==> src/rtl/systolic_pkg.sv <==
// ============================================================================
// Module   : systolic_pkg
// Purpose  : Shared state and phase encodings for the systolic array controllers.
// Revision : 1.0 - initial release
// ============================================================================
`default_nettype none

package systolic_pkg;

  // Result-drain FSM states
  typedef enum logic [1:0] {
    IDLE  = 2'd0,
    FETCH = 2'd1,
    SEND  = 2'd2,
    CLR   = 2'd3
  } drain_state_t;

  // Load/MAC controller phases, kept here so both controllers agree
  typedef enum logic [1:0] {
    LOAD = 2'd0,
    MAC  = 2'd1,
    OUT  = 2'd2
  } ctrl_phase_t;

endpackage : systolic_pkg

`default_nettype wire

==> src/rtl/systolic_drain_if.sv <==
// ============================================================================
// Module   : systolic_drain_if
// Purpose  : Valid/ready result stream leaving the drain engine.
// Revision : 1.0 - initial release
// ============================================================================
`default_nettype none

interface systolic_drain_if #(
  parameter int OUT_W = 16
);
  logic [OUT_W-1:0] out_msg;
  logic             out_val;
  logic             out_rdy;

  modport master (
    output out_msg,
    output out_val,
    input  out_rdy
  );

  modport slave (
    input  out_msg,
    input  out_val,
    output out_rdy
  );
endinterface : systolic_drain_if

`default_nettype wire

==> src/rtl/systolic_sat.sv <==
// ============================================================================
// Module   : systolic_sat
// Purpose  : Combinational ACC_W -> OUT_W narrowing; saturating when
//            SYSTOLIC_DRAIN_SAT_EN is defined, truncating otherwise.
// Revision : 1.0 - initial release
// ============================================================================
`default_nettype none

module systolic_sat #(
  parameter int ACC_W = 32,
  parameter int OUT_W = 16
) (
  input  wire logic [ACC_W-1:0] i_acc,
  output logic      [OUT_W-1:0] o_msg
);

  generate
    if (OUT_W == ACC_W) begin : g_pass
      assign o_msg = i_acc;
    end else begin : g_narrow
`ifdef SYSTOLIC_DRAIN_SAT_EN
      // Value fits when every bit from OUT_W-1 upward equals the sign
      logic [ACC_W-OUT_W:0] w_hi;
      assign w_hi = i_acc[ACC_W-1:OUT_W-1];

      always_comb begin
        o_msg = i_acc[OUT_W-1:0];
        if (!((&w_hi) || (~|w_hi))) begin
          if (i_acc[ACC_W-1]) o_msg = {1'b1, {(OUT_W-1){1'b0}}};
          else                o_msg = {1'b0, {(OUT_W-1){1'b1}}};
        end
      end
`else
      logic w_unused_hi;
      assign w_unused_hi = ^i_acc[ACC_W-1:OUT_W];
      assign o_msg       = i_acc[OUT_W-1:0];
`endif
    end
  endgenerate

endmodule : systolic_sat

`default_nettype wire

==> src/rtl/systolic_drain.sv <==
// ============================================================================
// Module   : systolic_drain
// Purpose  : Reads the PE accumulators row by row and streams them out in
//            row-major order, then clears the array. Option macro:
//            SYSTOLIC_DRAIN_SAT_EN (saturating narrowing).
// Revision : 1.0 - initial release
// ============================================================================
`default_nettype none

module systolic_drain
  import systolic_pkg::*;
#(
  parameter int size  = 4,
  parameter int ACC_W = 32,
  parameter int OUT_W = 16
) (
  input  wire logic                       clk,
  input  wire logic                       rst_n,
  input  wire logic                       start,
  output logic      [$clog2(size)-1:0]    row_sel,
  input  wire logic [size*ACC_W-1:0]      row_data,
  output logic                            acc_clr,
  output logic                            busy,
  output logic                            done,
  output logic      [1:0]                 trace_state,
  systolic_drain_if.master                out_if
);

  localparam int                      c_IDX_W = $clog2(size);
  localparam logic [c_IDX_W-1:0]      c_LAST  = c_IDX_W'(size - 1);
  localparam logic [c_IDX_W-1:0]      c_ONE   = c_IDX_W'(1);

  drain_state_t          r_state;
  drain_state_t          w_state_next;
  logic [c_IDX_W-1:0]    r_row;
  logic [c_IDX_W-1:0]    r_col;
  logic [ACC_W-1:0]      r_buf [size];
  logic                  w_xfer;
  logic [OUT_W-1:0]      w_msg;

  // out_val comes from state alone, so the transfer qualifier is safe here
  assign w_xfer = (r_state == SEND) && out_if.out_rdy;

  always_ff @(posedge clk) begin
    if (!rst_n) r_state <= IDLE;
    else        r_state <= w_state_next;
  end

  always_comb begin
    w_state_next   = r_state;
    out_if.out_val = 1'b0;
    acc_clr        = 1'b0;
    done           = 1'b0;
    busy           = 1'b1;
    case (r_state)
      IDLE: begin
        busy = 1'b0;
        if (start) w_state_next = FETCH;
      end
      FETCH: w_state_next = SEND;
      SEND: begin
        out_if.out_val = 1'b1;
        if (w_xfer && (r_col == c_LAST))
          w_state_next = (r_row == c_LAST) ? CLR : FETCH;
      end
      CLR: begin
        acc_clr      = 1'b1;
        done         = 1'b1;
        w_state_next = IDLE;
      end
      default: w_state_next = IDLE;
    endcase
  end

  // Counters wrap to zero on the final transfer, so CLR already sees (0,0)
  always_ff @(posedge clk) begin
    if (!rst_n) begin
      r_row <= '0;
      r_col <= '0;
      for (int c = 0; c < size; c++) r_buf[c] <= '0;
    end else begin
      if (r_state == FETCH) begin
        for (int c = 0; c < size; c++) r_buf[c] <= row_data[c*ACC_W +: ACC_W];
      end
      if (w_xfer) begin
        if (r_col == c_LAST) begin
          r_col <= '0;
          r_row <= (r_row == c_LAST) ? '0 : r_row + c_ONE;
        end else begin
          r_col <= r_col + c_ONE;
        end
      end
    end
  end

  systolic_sat #(
    .ACC_W (ACC_W),
    .OUT_W (OUT_W)
  ) u_sat (
    .i_acc (r_buf[r_col]),
    .o_msg (w_msg)
  );

  assign out_if.out_msg = w_msg;
  assign row_sel        = r_row;
  assign trace_state    = r_state;

endmodule : systolic_drain

`default_nettype wire

==> src/flat_wrapper.sv <==
// flat-port wrapper written by rule: the top's interface ports become plain ports
module systolic_drain_flat import systolic_pkg::*;
#(
  parameter int size  = 4,
  parameter int ACC_W = 32,
  parameter int OUT_W = 16
)
  (clk, rst_n, start, row_sel, row_data, acc_clr, busy, done, trace_state, out_if_out_msg, out_if_out_val, out_if_out_rdy);
  systolic_drain_if #(.OUT_W(OUT_W)) out_if_i ();
  input  wire logic clk;
  input  wire logic rst_n;
  input  wire logic start;
  output logic      [$clog2(size)-1:0] row_sel;
  input  wire logic [size*ACC_W-1:0] row_data;
  output logic acc_clr;
  output logic busy;
  output logic done;
  output logic      [1:0] trace_state;
  output wire logic [$bits(out_if_i.out_msg)-1:0] out_if_out_msg;
  output wire logic [$bits(out_if_i.out_val)-1:0] out_if_out_val;
  input wire logic [$bits(out_if_i.out_rdy)-1:0] out_if_out_rdy;
  assign out_if_out_msg = out_if_i.out_msg;
  assign out_if_out_val = out_if_i.out_val;
  assign out_if_i.out_rdy = out_if_out_rdy;
  systolic_drain #(.size(size), .ACC_W(ACC_W), .OUT_W(OUT_W)) u_core (.clk(clk), .rst_n(rst_n), .start(start), .row_sel(row_sel), .row_data(row_data), .acc_clr(acc_clr), .busy(busy), .done(done), .trace_state(trace_state), .out_if(out_if_i));
endmodule
==> config.mk <==
export PLATFORM = sky130hd
export DESIGN_NAME = systolic_drain_flat
export DESIGN_NICKNAME = d
export VERILOG_FILES = /design/src/rtl/systolic_pkg.sv /design/src/rtl/systolic_drain_if.sv /design/src/rtl/systolic_sat.sv /design/src/rtl/systolic_drain.sv /design/src/flat_wrapper.sv
export SDC_FILE = /design/constraint.sdc
export NUM_CORES = 1
export LEC_CHECK = 0
export ABC_AREA = 1
export CAP_MARGIN = 20
export CORE_MARGIN = 1
export CORE_UTILIZATION = 45
export DETAILED_ROUTE_END_ITERATION = 8
export MAX_ROUTING_LAYER = met4
export PLACE_DENSITY = 0.86
export SYNTH_ARGS = -nofsm -noshare
export SYNTH_HDL_FRONTEND = slang
export SYNTH_SLANG_ARGS = --single-unit
==> constraint.sdc <==
create_clock -name clk -period 5.5 [get_ports clk]
set_clock_uncertainty 0.15 [all_clocks]
set_input_delay 0.55 -clock clk [delete_from_list [all_inputs] [get_ports clk]]
set_output_delay 0.55 -clock clk [all_outputs]
set_load 0.005 [all_outputs]
==> results of run 1 <==
metal layers:
layer  track usage, %  vias up  routed length [um]
met2            31.51       70                3357
met5                -        -                   0
met3            3.139        6                 392
met1            20.22     1100                2709
met4            7.937        0                  65
li1                 -     1254                   -
worst max-delay path by stage:
stage / startpoint / endpoint / cells past startpoint
floorplan: u_core.trace_state[1] / u_core.r_buf[0][0] / 3
global placement: flop / out_if_out_msg[10] / 4
detailed placement: flop / out_if_out_msg[10] / 4
CTS: flop / out_if_out_msg[10] / 4
global route: flop / out_if_out_msg[10] / 4
finish: flop / out_if_out_msg[10] / 4
cells in the mapped netlist:
| cell type | n |
|---|---|
| nor2_1 | 44 |
| nand3_4 | 1 |
| edfxtp_1 | 64 |
| buf_4 | 1 |
| a21oi_2 | 1 |
| ha_1 | 2 |
| inv_1 | 70 |
| inv_2 | 4 |
| o21ai_0 | 18 |
| o21ai_1 | 14 |
| dfxtp_1 | 8 |
| a21oi_1 | 2 |
| nand3_1 | 4 |
| o21bai_1 | 1 |
| buf_2 | 8 |
| o211ai_1 | 1 |
| nor2_2 | 60 |
| nand2_1 | 11 |
| o22ai_1 | 16 |
| nand4_1 | 1 |
| buf_6 | 6 |
worst max-delay path, delay by kind of cell (launching register included):
family / cells / cell delay, ns
buffers and inverters: 2 / 0.90
DFF: 1 / 0.74
AOI/OAI and AO/OA: 2 / 0.35
metrics by stage:
| step | std cells | util [%] | power (mW) | hold WS [ns] | instance area, um2 |
|---|---|---|---|---|---|
| final | 531 | 63.25 | 1.295 | 0.3551 | 4612 |
| after global routing | 531 | 63.25 | 1.352 | 0.3939 | 4612 |
| after CTS | 529 | 62.66 | 1.308 | 0.3484 | 4569 |
| after detailed placement | 513 | 59.64 | 0.8593 | 0.3380 | 4349 |
| after global placement | 513 | 59.64 | 0.8539 | 0.3319 | 4349 |
| after floorplan | 337 | - | 0.7576 | 0.3097 | 3420 |
power by group through the flow:
stage | Combinational [mW] | Clock [mW] | Sequential [mW]
CTS | 0.184 | 0.460 | 0.665
finish | 0.185 | 0.448 | 0.663
global route | 0.204 | 0.481 | 0.667
global placement | 0.179 | 0 | 0.675
floorplan | 0.0865 | 0 | 0.671
detailed placement | 0.182 | 0 | 0.677
cells by family (layout without fill, tap and decap cells):
logic type	Yosys count	after routing	synth area share [%]
buffers and inverters	89	184	11.49
adder cells (fa/ha/maj)	2	2	0.7317
AO/OA/AOI/OAI	53	53	8.599
flip-flops	72	72	60.89
AND/OR/NAND/NOR	121	121	18.30
flip-flops by register name, indices dropped and copies added (netlist names), named ones only:
signal              count
u_core.r_col            2
u_core.trace_state      2
u_core.r_buf           64
u_core.row_sel          2
layout make-up:
class | instances | area [um2]
Clock inverter | 7 | 96.34
Tap cell | 99 | 123.9
Sequential cell | 72 | 2082
Multi-Input combinational cell | 176 | 947.2
Fill cell | 602 | 2680
Inverter | 74 | 277.8
Clock buffer | 9 | 123.9
Timing Repair Buffer | 94 | 960.9
==> impl_metrics.yaml, run 1 <==
sta:
  fmax_mhz: 328.7
  finalSetupViolations: 0
  relSlewSlack_pct: 47.44
  rsz0062_at_grt: "no"
  maxSlewViolCount: 0
  min_period_over_period_pct: 55.31
  hold_viol: 0
  worst_slack_ns: 2.458
  min_period_ns: 3.042
  setup_tns_ns: 0
  worst_slew_pin_slew_ns: 0.7884
setup_path:
  cp_max_fo: 32
  slowest_delay_ns: 0.74
  regToRegSetupSlack_ns: 3.68
  crit_path_end_kind: "output port"
  reg2reg_depth: 4
  crit_chain: "inv_2 > o21ai_0 > o22ai_1 > clkdlybuf4s50_1"
  worst_r2r_endpoint: "u_core.r_buf[0][6]"
  critical_path_required_ns: 4.80
  timing.rr.start: "u_core.trace_state[1]"
  cp_data_arrival_time_ns: 2.34
  crit_type: "flop to output port"
  cp-start-kind: "flop"
  crit_slowest_cell: "dfxtp_1"
power_and_ir_drop:
  p_leak_nw: 1.957
  pwr_density_cell_nw_per_um2: 280.9
  pwr-share-clk_pct: 34.6
  power_switching_mw: 0.2925
  pwr-share-seq_pct: 51.2
  peakVddDrop_v: 0.0001663
  intPower_mw: 1.003
  p_sw_share_pct: 22.58
  pwr-share-comb_pct: 14.3
clock_tree:
  cts_tree: "yes"
  postCtsSetupBuffers: 0
  cts_hold_buf: 0
  ctsRootBufferMaster: "clkbuf_8"
  h-tree-depth: 3
  clockBufferDepth: 2
  clk_latency_ns: 0.33
  clock_sinks: 72
  clk_pin_slew_ns: 0.07
  cts_buffers: 9
  ctsResizeCount: 0
synth:
  synth_area_um2: 3420
  ys_warn_count: 0
  ys_seq_area_share_pct: 60.89
  synth_nets: 471
  ys_types: 21
  yosysTopAreaCellShare_pct: 56.20
  synth.area.top_cells: "edfxtp_1 (56%), nor2_2 (11%), inv_1 (7.7%)"
  ys_seq_elements: 72
  synth.largest_area_cell: "edfxtp_1"
  synth_cells: 337
  synth.avg_cell_area_um2: 10.15
worst_hold_path:
  hold_depth: 2
  hold_path.startpoint: "u_core.r_col[1]"
  hold_path.class: "flop to flop"
drt:
  routedWlPerCell_um: 12.29
  viasPerCell: 4.576
  num_vias: 2430
  ant_nets: 0
  drc: 0
  drtIter0Drc: 72
  firstDrtPassIters: 4
  wirelength_um: 6525
grt:
  antenna_found_initial: 0
  grt.overflow.total: 0
  grt_pass1_wl_um: 10250
  grt_max_degree: 65
  track_usage_pct: 18.01
  grt_pass1_vias: 2355
finish:
  diodes: 0
  area_growth_pct: 34.87
  final_cell_mix: "clkdlybuf4s50_1 (91), inv_1 (70), edfxtp_1 (64), nor2_2 (60), nor2_1 (44)"
  drive_gt1_share_pct: 19.91
  final_common_cell: "clkdlybuf4s50_1"
  final_nets: 561
floorplanning:
  die_area_um2: 7951
  core_area_um2: 7292
  die_width_um: 89.17
  initial_core_util_pct: 46.89
  num_rows: 31
  die-height_um: 89.17
  ios: 156
run_status:
  status: "completed"
placement:
  dp_hpwl_um: 4264
  pre_cts_ws_ns: 2.273
  gp_congestion: 0.8025
  port_buffers: 91
run:
  maxCapViolations: 0
Power figures use the tool's default switching activity.
==> inputs of run 2 (changes only) <==
- CORE_UTILIZATION: 45 -> 42
- PLACE_DENSITY: 0.86 -> 0.81
- clock period: 5.5 -> 2.9 ns (I/O delays scaled with it)
==> run 2 against run 1 <==
  * First-iteration DRC count is 63% higher
  * Worst setup slack worse by 2.1 ns
  * Non-clock buffer count increased by 2
  * Sequential share of layout area shrank 0.061 points
  * Clock power is 85% higher
  * Register-to-register slack worse by 2.5 ns
  * Largest power group unchanged
  * Highest routed layer unchanged
==> impl_metrics.yaml, run 2 (synthesized netlist as in run 1, its figures left out) <==
clock_tree:
  ctsResizeCount: 0
  cts_buffers: 9
  clockBufferDepth: 2
  cts_hold_buf: 0
  ctsRootBufferMaster: "clkbuf_8"
  clk_latency_ns: 0.33
  h-tree-depth: 3
  cts_tree: "yes"
  clk_pin_slew_ns: 0.07
  clock_sinks: 72
  postCtsSetupBuffers: 0
placement:
  dp_hpwl_um: 4807
  gp_congestion: 0.7648
  dp.cells: 520
  port_buffers: 91
finish:
  fillers: 653
  multi_input_area_um2: 947.2
  fin_cells: 536
  largest_register_ffs: 64
  seq_area_um2: 2082
  drive_gt1_share_pct: 20.05
  area_growth_pct: 35.05
  final_nets: 563
  diodes: 0
  largest_register: "u_core.r_buf"
  final_cell_mix: "clkdlybuf4s50_1 (91), inv_1 (70), edfxtp_1 (64), nor2_2 (60), nor2_1 (44)"
  final_common_cell: "clkdlybuf4s50_1"
sta:
  hold_viol: 0
  finalSetupViolations: 0
  rsz0062_at_grt: "no"
  min_period_over_period_pct: 86.80
  relSlewSlack_pct: 61.20
  setup_tns_ns: 0
  maxSlewViolCount: 0
  min_period_ns: 2.517
  fmax_mhz: 397.3
  worst_slew_pin_slew_ns: 0.5812
setup_path:
  crit_type: "flop to output port"
  crit_path_end_kind: "output port"
  regToRegSetupSlack_ns: 1.23
  cp_max_fo: 17
  cp_data_arrival_time_ns: 2.08
  critical_path_required_ns: 2.46
  cp-start-kind: "flop"
power_and_ir_drop:
  peakVddDrop_v: 0.0002639
  pwr_density_cell_nw_per_um2: 529.5
  p_leak_nw: 1.959
floorplanning:
  die-height_um: 92.23
  die_area_um2: 8506
  ios: 156
  core_area_um2: 7807
  initial_core_util_pct: 43.80
  die_width_um: 92.23
  num_rows: 32
grt:
  grt.overflow.total: 0
  grt_pass1_wl_um: 11340
  grt_util_met3_pct: 2.985
  antenna_found_initial: 0
  grt_pass1_vias: 2437
  grt_max_degree: 65
  met2_usage_pct: 30.16
  grt.busiest_layer: "met2"
  use_met1_pct: 22.12
  track_usage_pct: 18.06
drt:
  viasPerCell: 4.733
  drtIter0Drc: 117
  num_vias: 2537
  drc: 0
  firstDrtPassIters: 4
  routedWlPerCell_um: 12.94
  ant_nets: 0
  wirelength_um: 6937
run_status:
  status: "completed"
run:
  maxCapViolations: 0
worst_hold_path:
  hold_path.class: "flop to flop"
==> run 2: changes by cell type in the layout (fill, tap and decap cells not counted), sizes merged <==
cell	change
clkinvlp	+1
buf	+2
clkinv	-1
==> run 2: worst paths after layout <==
| check | startpoint | cells past startpoint | to |
|---|---|---|---|
| setup / recovery | flop | 4 | out_if_out_msg[10] |
| hold / removal | u_core.r_col[1] | 2 | u_core.r_col[1] |
| setup reg to reg | u_core.trace_state[1] | 4 | u_core.r_buf[1][9] |
| hold reg to reg | u_core.r_col[1] | 2 | u_core.r_col[1] |
==> run 2: metrics by stage <==
step                      util, %  hold slack (ns)  total power [mW]  cell area (um2)  setup slack (ns)
after global routing        59.15           0.4081             2.548             4618            0.2083
final                       59.15           0.3591             2.445             4618            0.3829
after CTS                   59.15           0.3578             2.469             4618            0.3303
after global placement      56.46           0.3244             1.632             4408            0.7185
after detailed placement    56.46           0.3441             1.642             4408            0.7083
after floorplan                 -           0.2604             1.437             3420            0.4069
==> run 2: cell type report <==
cell class              count  share of cell area, %
well taps                 102                  2.763
repair buffers             96                  21.08
clock inverters             7                  1.869
clock buffers               9                  2.682
inverters                  74                  6.015
flip-flops and latches     72                  45.08
multi-input cells         176                  20.51
==> run 2: worst max-delay path, cell delays in order, from the launching register on <==
cell and delay, ns:
dfxtp_1 0.50, inv_2 0.35, o21ai_0 0.16, o22ai_1 0.20, clkdlybuf4s50_1 0.54
==> run 2: metal layers <==
| layer | up-vias | share of wire [%] | wire length, um |
|---|---|---|---|
| met5 | - | 0 | 0 |
| met4 | 0 | 1.1 | 76 |
| met3 | 8 | 5.1 | 355 |
| met2 | 88 | 50 | 3450 |
| met1 | 1181 | 44 | 3056 |
| li1 | 1260 | - | - |
==> run 2: where the power goes <==
part | switching [mW] | leakage, nW | internal [mW]
combinational | 0.168 | 1.11 | 0.194
sequential | 0.0295 | 0.741 | 1.23
clock | 0.352 | 0.106 | 0.476
